[config.mk]
export PLATFORM = sky130hd
export DESIGN_NAME = exe_maint_responder
export DESIGN_NICKNAME = d
export VERILOG_FILES = /design/src/rtl/exe_maint_responder.sv
export SDC_FILE = /design/constraint.sdc
export NUM_CORES = 1
export LEC_CHECK = 0
export ABC_AREA = 0
export ABC_CLOCK_PERIOD_IN_PS = 3400
export CORE_MARGIN = 2
export CORE_UTILIZATION = 41
export CTS_CLUSTER_DIAMETER = 60
export DETAILED_ROUTE_END_ITERATION = 7
export GPL_TIMING_DRIVEN = 0
export PLACE_DENSITY = 0.82
export SYNTH_ARGS = -nofsm -noshare
export SYNTH_HDL_FRONTEND = slang
export SYNTH_SLANG_ARGS = --single-unit
[constraint.sdc]
create_clock -name clk -period 3.4 [get_ports clk]
set_input_delay 0.68 -clock clk [delete_from_list [all_inputs] [get_ports clk]]
set_output_delay 0.68 -clock clk [all_outputs]
set_load 0.02 [all_outputs]
[src/rtl/exe_maint_responder.sv]
// Serialises execute-stage TLB and cache maintenance requests onto the TLB and cache ports,
// one op at a time, returning a one-cycle done pulse (suppressed if the stage was flushed).
module exe_maint_responder (
  input  logic        clk,
  input  logic        rst_n,
  input  logic        exe_reset,

  input  logic        tlbcheck_do,
  input  logic [31:0] tlbcheck_address,
  input  logic        tlbcheck_rw,
  output logic        tlbcheck_done,
  output logic        tlbcheck_page_fault,

  input  logic        tlbflushsingle_do,
  input  logic [31:0] tlbflushsingle_address,
  output logic        tlbflushsingle_done,

  input  logic        invdcode_do,
  input  logic        invddata_do,
  input  logic        wbinvddata_do,
  output logic        invdcode_done,
  output logic        invddata_done,
  output logic        wbinvddata_done,

  output logic        tlb_req,
  output logic [1:0]  tlb_op,
  output logic [31:0] tlb_address,
  input  logic        tlb_ack,
  input  logic        tlb_fault,

  output logic        cache_req,
  output logic [1:0]  cache_op,
  input  logic        cache_ack,

  output logic        busy
);

  typedef enum logic [2:0] {
    StIdle,
    StTlbWait,
    StCacheWait,
    StDone,
    StGap
  } state_e;

  typedef enum logic [2:0] {
    ReqNone,
    ReqCheck,
    ReqFlush,
    ReqWbinvd,
    ReqInvdData,
    ReqInvdCode
  } req_e;

  state_e      state_q, state_d;
  req_e        req_q, req_d;
  logic [1:0]  tlb_op_q, tlb_op_d;
  logic [1:0]  cache_op_q, cache_op_d;
  logic [31:0] addr_q, addr_d;
  logic        fault_q, fault_d;
  logic        abort_q, abort_d;
  logic        done_en;

  always_ff @(posedge clk) begin
    if (!rst_n) begin
      state_q    <= StIdle;
      req_q      <= ReqNone;
      tlb_op_q   <= 2'b00;
      cache_op_q <= 2'b00;
      addr_q     <= 32'h0;
      fault_q    <= 1'b0;
      abort_q    <= 1'b0;
    end else begin
      state_q    <= state_d;
      req_q      <= req_d;
      tlb_op_q   <= tlb_op_d;
      cache_op_q <= cache_op_d;
      addr_q     <= addr_d;
      fault_q    <= fault_d;
      abort_q    <= abort_d;
    end
  end

  always_comb begin
    state_d    = state_q;
    req_d      = req_q;
    tlb_op_d   = tlb_op_q;
    cache_op_d = cache_op_q;
    addr_d     = addr_q;
    fault_d    = fault_q;
    abort_d    = abort_q;

    unique case (state_q)
      StIdle: begin
        abort_d = 1'b0;
        // Fixed priority; losers keep their do high and are re-arbitrated after GAP.
        if (!exe_reset) begin
          if (tlbcheck_do) begin
            req_d    = ReqCheck;
            tlb_op_d = {1'b0, tlbcheck_rw};
            addr_d   = tlbcheck_address;
            fault_d  = 1'b0;
            state_d  = StTlbWait;
          end else if (tlbflushsingle_do) begin
            req_d    = ReqFlush;
            tlb_op_d = 2'b10;
            addr_d   = tlbflushsingle_address;
            fault_d  = 1'b0;
            state_d  = StTlbWait;
          end else if (wbinvddata_do) begin
            req_d      = ReqWbinvd;
            cache_op_d = 2'b10;
            addr_d     = 32'h0;
            fault_d    = 1'b0;
            state_d    = StCacheWait;
          end else if (invddata_do) begin
            req_d      = ReqInvdData;
            cache_op_d = 2'b01;
            addr_d     = 32'h0;
            fault_d    = 1'b0;
            state_d    = StCacheWait;
          end else if (invdcode_do) begin
            req_d      = ReqInvdCode;
            cache_op_d = 2'b00;
            addr_d     = 32'h0;
            fault_d    = 1'b0;
            state_d    = StCacheWait;
          end
        end
      end
      StTlbWait: begin
        // A flush cannot cancel the downstream op; it only suppresses the done pulse.
        if (exe_reset) abort_d = 1'b1;
        if (tlb_ack) begin
          fault_d = tlb_fault & (req_q == ReqCheck);
          state_d = StDone;
        end
      end
      StCacheWait: begin
        if (exe_reset) abort_d = 1'b1;
        if (cache_ack) begin
          fault_d = 1'b0;
          state_d = StDone;
        end
      end
      StDone: begin
        abort_d = 1'b0;
        state_d = StGap;
      end
      StGap: begin
        state_d = StIdle;
      end
      default: begin
        state_d = StIdle;
      end
    endcase
  end

  assign done_en = (state_q == StDone) & ~abort_q & ~exe_reset;

  assign tlbcheck_done       = done_en & (req_q == ReqCheck);
  assign tlbflushsingle_done = done_en & (req_q == ReqFlush);
  assign wbinvddata_done     = done_en & (req_q == ReqWbinvd);
  assign invddata_done       = done_en & (req_q == ReqInvdData);
  assign invdcode_done       = done_en & (req_q == ReqInvdCode);
  assign tlbcheck_page_fault = tlbcheck_done & fault_q;

  assign tlb_req     = (state_q == StTlbWait);
  assign cache_req   = (state_q == StCacheWait);
  assign tlb_op      = tlb_op_q;
  assign tlb_address = addr_q;
  assign cache_op    = cache_op_q;
  assign busy        = (state_q != StIdle);

endmodule

==> metrics.txt <==
outcome=finished, final reports clean; CTS tree=built; period utilisation layout=0.935; sequential share of the synthesized area=0.426; Max FO, Critical Path=4; Reg clk slew, reported paths=0.08 ns; Setup violations, final=0; RSZ-0062 raised after global routing=false; Synth Flop Type=dfxtp_1; # rows=25; maximum clock insertion buffer count=2; Clk Latency, worst-skew pair=0.29 ns; vias=2257; area grow syn2layout=65.8%; DP Area=0.00333 sq mm; Residual DRC=0; Slowest cell on crit path=clkdlybuf4s50_1; first-pass iteration count of the detailed router=4; vias in the first global route=2178; Async SR Flop Fraction=0; post-cts gate resize count=0; Detail Route Antenna Nets=0; Iteration-0 DRC Markers=139; post-CTS setup repair buffer count=0; post-synthesis cell type count=39; die area=0.00562 sq mm; total grt overflow=0; Cells after Synth=238; global-route wire length before repair=10100 um; critical-path cell list=clkdlybuf4s50_1 > nor2_1 > and4b_1 > nor2b_1 > and2_1 > clkdlybuf4s50_1; Max-slew headroom=0.609; CP Data Required Time=2.72 ns; GP Congestion=0.850; setup tns final=0 ns; Initial Utilization=0.432; clk_skew=0.00548 ns; GRT Util Overall=0.232; detailed placement HPWL=4880 um; Avg Cell Area, Syn=8.68 sq um; Worst Setup Start Kind=input pin; WL final=6340 um; htree depth=2; area of the multi-input gates=0.00106 sq mm; Filler cells=407; fin nets=439; crit end category=primary output; initial antenna violation count=0; most used cell, CP=clkdlybuf4s50_1; max-slew violation count=0; CTS Buf Count=5; Achievable Freq=314 MHz; wire length on met2=2970 um; IO Count=121; Tmin final=3.18 ns; Post-synth EDFFs=0; Worst Setup Path Type=in -> out; FF+latch area=881 sq um; met3 routed wirelength=638 um; CTS Sinks=44; die span in x=75.0 um; root buf cell=clkbuf_8; top post-synthesis cells by area=dfxtp_1 43%, a221oi_1 13%, nor2_1 8.0%; die height=75.0 um; syn nets=314; Cell Area, Synth=0.00207 sq mm; cell taking the most area after synthesis=dfxtp_1; register bit count reported by yosys=44; leakage power total=1.23 nW; Top Layer Used=met4; Power Density=504 mW/mm^2; antenna cells=0; min-delay worst type=reg -> reg; synth warn=0; count of input and output buffers=118; largest net degree at the start of global routing=14; average routed wire per standard cell=14.7 um; wl on met1=2680 um; Via density=5.24; Worst Tran Pin Value=0.583 ns; Critical Path AT=2.50 ns; Fin. Hold Viols=0; max-capacitance violation count=0; Worst path max stage delay=0.59 ns; post-synth top area share=0.426; PnR Total Power=1.73 mW; final instance area=0.00342 sq mm; Post-CTS Hold Fix Bufs=0; share of cells above drive strength 1=0.0687; Core Region=0.00479 sq mm; VDD IR-drop max=302 uV
[logic make-up after synthesis]
logic type / count (synthesis) / synth area share
compound gates: 55 / 0.217
simple gates: 113 / 0.291
xor+xnor: 1 / 0.00424
flops: 44 / 0.426
buf+inv: 25 / 0.0612
[through the flow]
step                utilization  std cells  hold slack (ns)  setup slack (ns)
CTS                       0.716        431            0.460             0.208
global placement          0.696        423            0.450             0.200
floorplan                     -        238            0.453              1.04
global route              0.716        431            0.476            0.0813
finish                    0.716        431            0.459             0.220
detailed placement        0.696        423            0.450             0.213
[cells in the final DEF (no fill, tap or decap), types with 3 or more instances in the layout]
| cell type | n |
|---|---|
| a21oi_1 | 8 |
| a221oi_1 | 30 |
| and2_1 | 3 |
| buf_2 | 8 |
| clkbuf_1 | 10 |
| clkbuf_8 | 6 |
| clkdlybuf4s50_1 | 118 |
| dfxtp_1 | 44 |
| inv_1 | 3 |
| nand2_1 | 9 |
| nor2_1 | 44 |
| nor2b_1 | 5 |
| nor3_1 | 18 |
| nor3b_1 | 19 |
[flip-flops by register name (all words and copies together) (netlist names)]
register and count:
abort_q 1, tlb_op 2, tlb_address 32, fault_q 1, state_q 3, cache_op 2
req_q 3
[path summary, 6_finish.rpt]
kind,slack (ns),endpoint,from,cells past startpoint
max,0.22,tlbcheck_page_fault,exe_reset,6
min,0.46,cache_op[0],cache_op[0],2
max reg2reg,1.49,tlb_address[12],state_q[2],5
min reg2reg,0.46,cache_op[0],cache_op[0],2
[power breakdown]
part	total, mW	switching, mW	leakage (nW)	internal [mW]
sequential	0.656	0.0512	0.362	0.604
clock	0.339	0.173	0.0445	0.165
combinational	0.733	0.371	0.819	0.362
[synthesized netlist by cell type, types with 2 or more instances]
master,count
nand3_1,2
a21oi_1,8
nor2_1,44
a211oi_1,2
nor4b_1,2
nor2b_1,5
a21boi_0,2
a221oi_1,30
a31oi_1,2
nor3_1,18
and2_1,3
nand4_1,2
and3_1,2
clkbuf_1,9
inv_1,3
nor3b_1,19
o21ai_0,2
buf_6,2
dfxtp_1,44
buf_4,2
nand2_1,9
or3_1,2
buf_2,8
[cell type report]
type                            count  area share
Timing Repair Buffer              118       0.345
Multi-Input combinational cell    169       0.309
Sequential cell                    44       0.257
Buffer                             21      0.0325
Clock buffer                        7      0.0252
Tap cell                           67      0.0245
Inverter                            4     0.00438
Clock inverter                      1     0.00219
[critical path: cells and delay by family]
kind          cells  cell delay [ns]
simple gates      4             0.72
buf+inv           2             1.09
[layer usage]
layer	track usage	vias to the layer above
li1	-	1131
met1	0.283	1024
met2	0.392	95
met3	0.0817	7
met4	0.0556	0
met5	0	-
Note: power is estimated with default switching activity, not from simulation.
